$ cat config.mk
export PLATFORM = sky130hd
export DESIGN_NAME = rr_arbiter8
export DESIGN_NICKNAME = d
export VERILOG_FILES = /design/src/rtl/selector8.sv /design/src/rtl/rr_arbiter8.sv
export SDC_FILE = /design/constraint.sdc
export NUM_CORES = 1
export LEC_CHECK = 0
export ABC_AREA = 0
export CAP_MARGIN = 5
export CELL_PAD_IN_SITES_DETAIL_PLACEMENT = 1
export CELL_PAD_IN_SITES_GLOBAL_PLACEMENT = 1
export CORE_MARGIN = 2
export CORE_UTILIZATION = 26
export CTS_BUF_LIST = sky130_fd_sc_hd__clkbuf_4 sky130_fd_sc_hd__clkbuf_8
export DETAILED_ROUTE_END_ITERATION = 16
export HOLD_SLACK_MARGIN = 0.1
export PLACE_DENSITY = 0.87
export SLEW_MARGIN = 5
export SYNTH_ARGS = -nofsm -noshare
export SYNTH_HDL_FRONTEND = slang
export SYNTH_HIERARCHICAL = 1
export SYNTH_SLANG_ARGS = --single-unit
$ cat constraint.sdc
create_clock -name i_clk -period 1.1 [get_ports i_clk]
set_input_delay 0.11 -clock i_clk [delete_from_list [all_inputs] [get_ports i_clk]]
set_output_delay 0.11 -clock i_clk [all_outputs]
set_load 0.01 [all_outputs]
$ cat src/rtl/selector8.sv
// selector8 -- 8-bit two-way plumbing mux.
//   sel : 0 selects d0, 1 selects d1
//   d0  : first 8-bit input
//   d1  : second 8-bit input
//   y   : selected 8-bit output
module selector8 (
    input  logic       sel,
    input  logic [7:0] d0,
    input  logic [7:0] d1,
    output logic [7:0] y
);

    always_comb begin
        y = sel ? d1 : d0;
    end

endmodule

$ cat src/rtl/rr_arbiter8.sv
// rr_arbiter8 -- round-robin merge of two 8-bit valid/ready streams (A, B)
// into a single registered output stage, at most one beat per cycle.
//   i_clk, i_rst          : clock, synchronous active-high reset
//   i_a_data/valid, o_a_ready : source A stream
//   i_b_data/valid, o_b_ready : source B stream
//   o_c_data/valid, i_c_ready : registered output stream
//   o_s                   : source of the beat in o_c_data (0 = A, 1 = B)
module rr_arbiter8 (
    input  logic       i_clk,
    input  logic       i_rst,
    input  logic [7:0] i_a_data,
    input  logic       i_a_valid,
    output logic       o_a_ready,
    input  logic [7:0] i_b_data,
    input  logic       i_b_valid,
    output logic       o_b_ready,
    output logic [7:0] o_c_data,
    output logic       o_c_valid,
    input  logic       i_c_ready,
    output logic       o_s
);

    // Which source wins a tie on the next contested cycle.
    typedef enum logic {
        PRIO_A = 1'b0,
        PRIO_B = 1'b1
    } prio_t;

    prio_t      prio;
    logic       load;
    logic       grant_a;
    logic       grant_b;
    logic [7:0] sel_data;

    // The output register can take a new beat when it is empty or being drained.
    always_comb begin
        load    = ~o_c_valid | i_c_ready;
        grant_a = 1'b0;
        grant_b = 1'b0;
        unique case ({i_a_valid, i_b_valid})
            2'b10:   grant_a = 1'b1;
            2'b01:   grant_b = 1'b1;
            2'b11: begin
                if (prio == PRIO_A) grant_a = 1'b1;
                else                grant_b = 1'b1;
            end
            default: ;
        endcase
    end

    // Readies depend only on control signals; reset suppresses any accept.
    always_comb begin
        o_a_ready = ~i_rst & load & grant_a;
        o_b_ready = ~i_rst & load & grant_b;
    end

    selector8 u_selector8 (
        .sel (grant_b),
        .d0  (i_a_data),
        .d1  (i_b_data),
        .y   (sel_data)
    );

    always_ff @(posedge i_clk) begin
        if (i_rst) begin
            o_c_valid <= 1'b0;
            o_c_data  <= '0;
            o_s       <= 1'b0;
            prio      <= PRIO_A;
        end else if (load) begin
            if (grant_a || grant_b) begin
                o_c_data  <= sel_data;
                o_s       <= grant_b;
                o_c_valid <= 1'b1;
                // The source just served loses the next tie.
                prio      <= grant_b ? PRIO_A : PRIO_B;
            end else begin
                o_c_valid <= 1'b0;
            end
        end
    end

endmodule

==> out/summary.txt <==
Syn Nets: 84
Setup ws final: -265 ps
Status: finished, violations left
Clk_lat worst skew: 270 ps
Worst-Margin Slew: 242 ps
Number of buffers inserted by hold repair at cts: 0
CP max FO: 5
Post-DP HPWL: 1.55 mm
Initial Utilization: 28.1%
Syn Inst Count: 63
Met3 GRT Util: 3.61%
Crit-path max cell delay: 340 ps
First-pass GRT wire length: 3.24 mm
Average wire per standard cell: 15.7 um
RSZ-0062 raised after global routing: yes
Residual DRC: 0
P&R area growth vs syn: 71.7%
Clock Skew: 5.34 ps
Total track usage: 15.8%
CP max stage cell: dfxtp_2
Vias in the first global route: 709
CP Launch Type: flip-flop
Fin. max-slew vios: 0
Initial drt markers: 14
Initial antenna violation count: 0
Post-Syn Area: 641 um^2
P per Cell Area: 1020 nW/um^2
Sequential area share after synthesis: 34.4%
Remaining global-route overflow: 0
Core Area: 2280 um^2
Port buffer count: 32
First-pass DRT Iterations: 4
CP Buf/Inv Count: 2
Cells after DPL: 127
Failing checks: negative setup slack
RePlAce Congestion: 0.780
CP Cell Sequence: o21ai_4 -> clkinvlp_4 -> buf_6 -> mux2_4 -> nand3b_1 -> a21oi_1
Die Ht: 53.6 um
CTS buffer count: 3
CTS max path bufs: 2
Final hold vios: 0
Finished Layout Cells: 134
Syn Area/Cell: 10.2 um^2
H-tree Lvls: 1
Setup crit end kind: flip-flop
Worst-path clk slew: 80 ps
# fillers: 256
Critical path required time: 1260 ps
Slew HR: 83.8%
Yosys cell types: 19
Fin Setup TNS: -2480 ps
Synth warnings: 6
Largest net degree at the start of global routing: 11
Met2 Use GR: 30.7%
Register area: 223 um^2
Die Wd: 53.6 um
F_max: 0.733 GHz
GRT Max-Usage Layer: met2
I/O Pins: 33
Met1 usage in global routing: 17.1%
Detailed Route WL: 2.11 mm
CTS tree: done
CP top delay family: flip-flops
Maximum vdd drop: 0.648 mV
Max-Cap Viols: 0
Final Setup Violations: 11
Hold Crit Class: flip-flop to flip-flop
Period utilization: 124%
Critical Path AT: 1520 ps
Post-layout min period: 1360 ps
Setup CP Type: flip-flop to flip-flop
Seq cells post-synth: 11
Core Rows: 17
Layout cells sized above 1: 38.7%
Post-layout nets: 128
Post-route ant nets: 0
Pleak: 0.000486 uW
Vias post-DR: 663
Footprint of the multi-input gates: 382 um^2
Root Driver: clkbuf_4
Die ar.: 2880 um^2
Sink Count: 11
Antenna cells: 0
Via density: 4.95
-- flip-flops by register name (all words and copies together) (netlist names) --
signal / flops
o_c_data: 8
o_c_valid: 1
o_s: 1
prio: 1
-- worst min-delay path, cell delays in order, from the launching register on --
cell	delay (ps)
dfxtp_1	310
o21ai_0	60
a21oi_1	60
-- cells by family after synthesis --
group | after synthesis | synth area share [%]
compound gates | 21 | 18.4
buf+inv | 8 | 9.37
flops | 11 | 34.4
mux | 8 | 18.8
simple gates | 15 | 19.1
-- path summary, 6_finish.rpt --
check / from / to / slack (ps) / cells past startpoint
setup / recovery: prio / o_c_data[4] / -260 / 6
hold / removal: o_c_data[5] / o_c_data[5] / 470 / 2
setup reg to reg: prio / o_c_data[4] / -260 / 6
hold reg to reg: o_c_data[5] / o_c_data[5] / 470 / 2
-- power by group --
group          internal (uW)  switching, uW  leakage [uW]
combinational            220            145      0.000376
sequential               432           16.2     0.0000915
clock                    165            144     0.0000184
total                    816            305      0.000486
-- through the flow --
stage | hold WS, ps | area, um^2 | setup WS [ps] | total power [uW] | utilization (%)
2_1_floorplan | 175 | 642 | -94.2 | 626 | -
3_3_place_gp | 461 | 1030 | -618 | 798 | 45.2
3_5_place_dp | 472 | 1030 | -651 | 815 | 45.2
4_1_cts | 479 | 1090 | -274 | 1120 | 48.1
5_1_grt | 507 | 1100 | -329 | 1190 | 48.3
6_report | 472 | 1100 | -265 | 1120 | 48.3
-- cell usage in the layout, fill, tap and decap left out, drive strengths merged --
master         synthesis  routed
nand3b                 8       8
nor2                   2       2
o21ai                  9       9
nand2                  1       1
dlygate4sd2            0      10
buf                    4      13
nand2b                 1       1
nor3                   1       1
a32o                   1       1
clkdlybuf4s50          0      19
and3                   1       1
and2b                  1       1
inv                    3       2
clkdlybuf4s15          0       1
a311oi                 1       1
mux2                   8       8
a21oi                 10      10
clkbuf                 1       5
clkinvlp               0       1
dfxtp                 11      11
-- synth_stat cells (all sizes together) --
master	number	area (um^2)
buf	4	45.0
nand2b	1	13.8
inv	3	11.3
nor3	1	5.00
nor2	2	12.5
o21ai	9	48.8
nand3b	8	72.6
and3	1	7.51
a311oi	1	8.76
a32o	1	10.0
clkbuf	1	3.75
mux2	8	120
a21oi	10	50.1
nand2	1	3.75
and2b	1	7.51
dfxtp	11	220
-- routing by layer --
metal | share of wire, % | vias up
met5 | 0 | -
li1 | - | 312
met4 | 1.4 | 0
met1 | 38 | 324
met2 | 57 | 23
met3 | 2.9 | 4
-- what timing repair did --
| item | 4_1_cts | 5_1_grt |
|---|---|---|
| endpoints found under the setup margin | 21 | 12 |
| buffers inserted | 3 | 0 |
| pin swaps | 3 | 2 |
| gates cloned | 0 | 0 |
| resized for setup | 26 | 4 |
-- cell type report --
cell class,count,share of cell area [%]
Clock buffer,4,2.73
Inverter,3,1.37
Multi-Input combinational cell,44,34.7
Sequential cell,11,20.3
Tap cell,28,3.19
Timing Repair Buffer,44,37.8
No activity file was read; power rests on OpenSTA's default activity.
==> RTL edit (config.mk and constraints unchanged) <==
Make the reset (`i_rst`) asynchronous in one clocked block. Comments in the files are not updated.
--- a/src/rtl/rr_arbiter8.sv
+++ b/src/rtl/rr_arbiter8.sv
@@ -63,3 +63,3 @@
 
-    always_ff @(posedge i_clk) begin
+    always_ff @(posedge i_clk or posedge i_rst) begin
         if (i_rst) begin
Function: differs if i_rst is asserted again (counterexample within 4 cycles, from zero or initial values and one cycle with i_rst high); with i_rst held inactive, the same outputs for 10 cycles.
==> RTL edit against the unedited design <==
Total power rose by 20%; sequential cell count unchanged; worst setup slack got worse by 120 ps; the run still ends with setup timing left; routed wire length is 24% lower; clock skew down 3.8 ps; sequential power grew 16%; utilization decreased by 0.93 points; die area is 0.89% lower; design area shrank 2.8%; combinational power is 44% higher; synthesized area down 0.98%.
==> RTL edit: results (changes against the unedited design) <==
* Distinct cells, synth at 13 (-6)
* Routed vias at 514 (-22%)
* CP peak stage delay at 370 ps (+30 ps)
* Largest net degree at the start of global routing at 12 (+1)
* Peak VDD IR at 584.2 uV (-9.8%)
* Syn Inst Count at 45 (-29%)
* Hpwl dp at 1252 um (-19%)
* Failing checks: setup timing
* Met3 wire len at 120 um (+94%)
* FF-to-FF Start: prio
* Post-synthesis mux area share at 0.3787 (+0.1912)
* Vias in the first global route at 543 (-23%)
* Synth cell count leaders: mux2_4, dfrtp_1, buf_6
* Slack of the critical path at -383.3 ps (-118.7 ps)
* Status: finished with violations
* Delay-heaviest family, CP: multiplexers
* Placed Cells at 109 (-14%)
* WL per Instance at 13.68 um (-13%)
* GR Util met2 at 0.2325 (-0.07407)
* Leak at 0.5184 nW (+6.6%)
* Synth Net Count at 66 (-21%)
* RePlAce Congestion at 0.5692 (-27%)
* Final setup fails at 10 (-1)
* Critical path's slowest cell: dfrtp_1
* Area contributors post-synth: dfrtp_1, mux2_4, buf_6
* Worst-margin pin slew at 293.1 ps (+51.38 ps)
* Met2 WL post-DR at 858 um (-29%)
* Placed Instance Area at 0.001012 mm2 (-1.6%)
* Total routed wirelength at 1601 um (-24%)
* Prevailing post-synth register cell: dfrtp_1
* Final setup skew at 1.520 ps (-3.822 ps)
* Layout cells sized above 1 at 0.4382 (+0.05141)
* Iteration-0 DRC Markers at 3 (-11)
* Filler Cell Count at 258 (+0.78%)
==> RTL edit: cell types whose count changed in the layout (fill, tap and decap cells not counted), sizes merged, moves of 2 or more <==
cell / change
mux2: +8
a21oi: -8
a31oi: +2
dfxtp: -11
o21ai: -9
nand3b: -8
dfrtp: +11
==> RTL edit: timing repair <==
action | in CTS | in global routing
endpoints found under the setup margin | 20 | 12
buffers inserted | 3 | 2
resized for setup | 21 | 4
pin swaps | 1 | 2
==> RTL edit: power groups by stage <==
| stage | combinational, mW | sequential [mW] | clock, mW |
|---|---|---|---|
| 2_1_floorplan | 0.234 | 0.555 | 0 |
| 3_3_place_gp | 0.506 | 0.532 | 0 |
| 3_5_place_dp | 0.525 | 0.528 | 0 |
| 4_1_cts | 0.509 | 0.519 | 0.316 |
| 5_1_grt | 0.559 | 0.530 | 0.335 |
| 6_report | 0.523 | 0.519 | 0.309 |
==> RTL edit: area by class of cell <==
cell class | count | share of cell area
timing repair buffer | 43 | 0.3607
multi-input combinational | 29 | 0.3138
sequential | 11 | 0.2576
tap | 28 | 0.03279
clock buffer | 4 | 0.02810
inverter | 2 | 0.007026
==> RTL edit: per-stage QoR <==
step	setup TNS [ps]	power [mW]	setup WS, ps
after global placement	-5280	1.038	-545.6
after global routing	-3969	1.424	-442.7
after detailed placement	-5645	1.054	-580.5
final	-3389	1.351	-383.3
after floorplan	-2130	0.7889	-266.2
after CTS	-3343	1.345	-376.4
==> RTL edit: worst paths after layout <==
check	end	slack (ps)	depth (start not counted)
max in group asynchronous	o_c_data[7]	760	3
worst max register to register	o_c_data[2]	-380	6
worst min register to register	o_c_data[7]	510	1
min in group i_clk	o_c_data[7]	510	1
worst max-delay path	o_c_data[2]	-380	6
worst min-delay path	o_c_data[6]	190	3
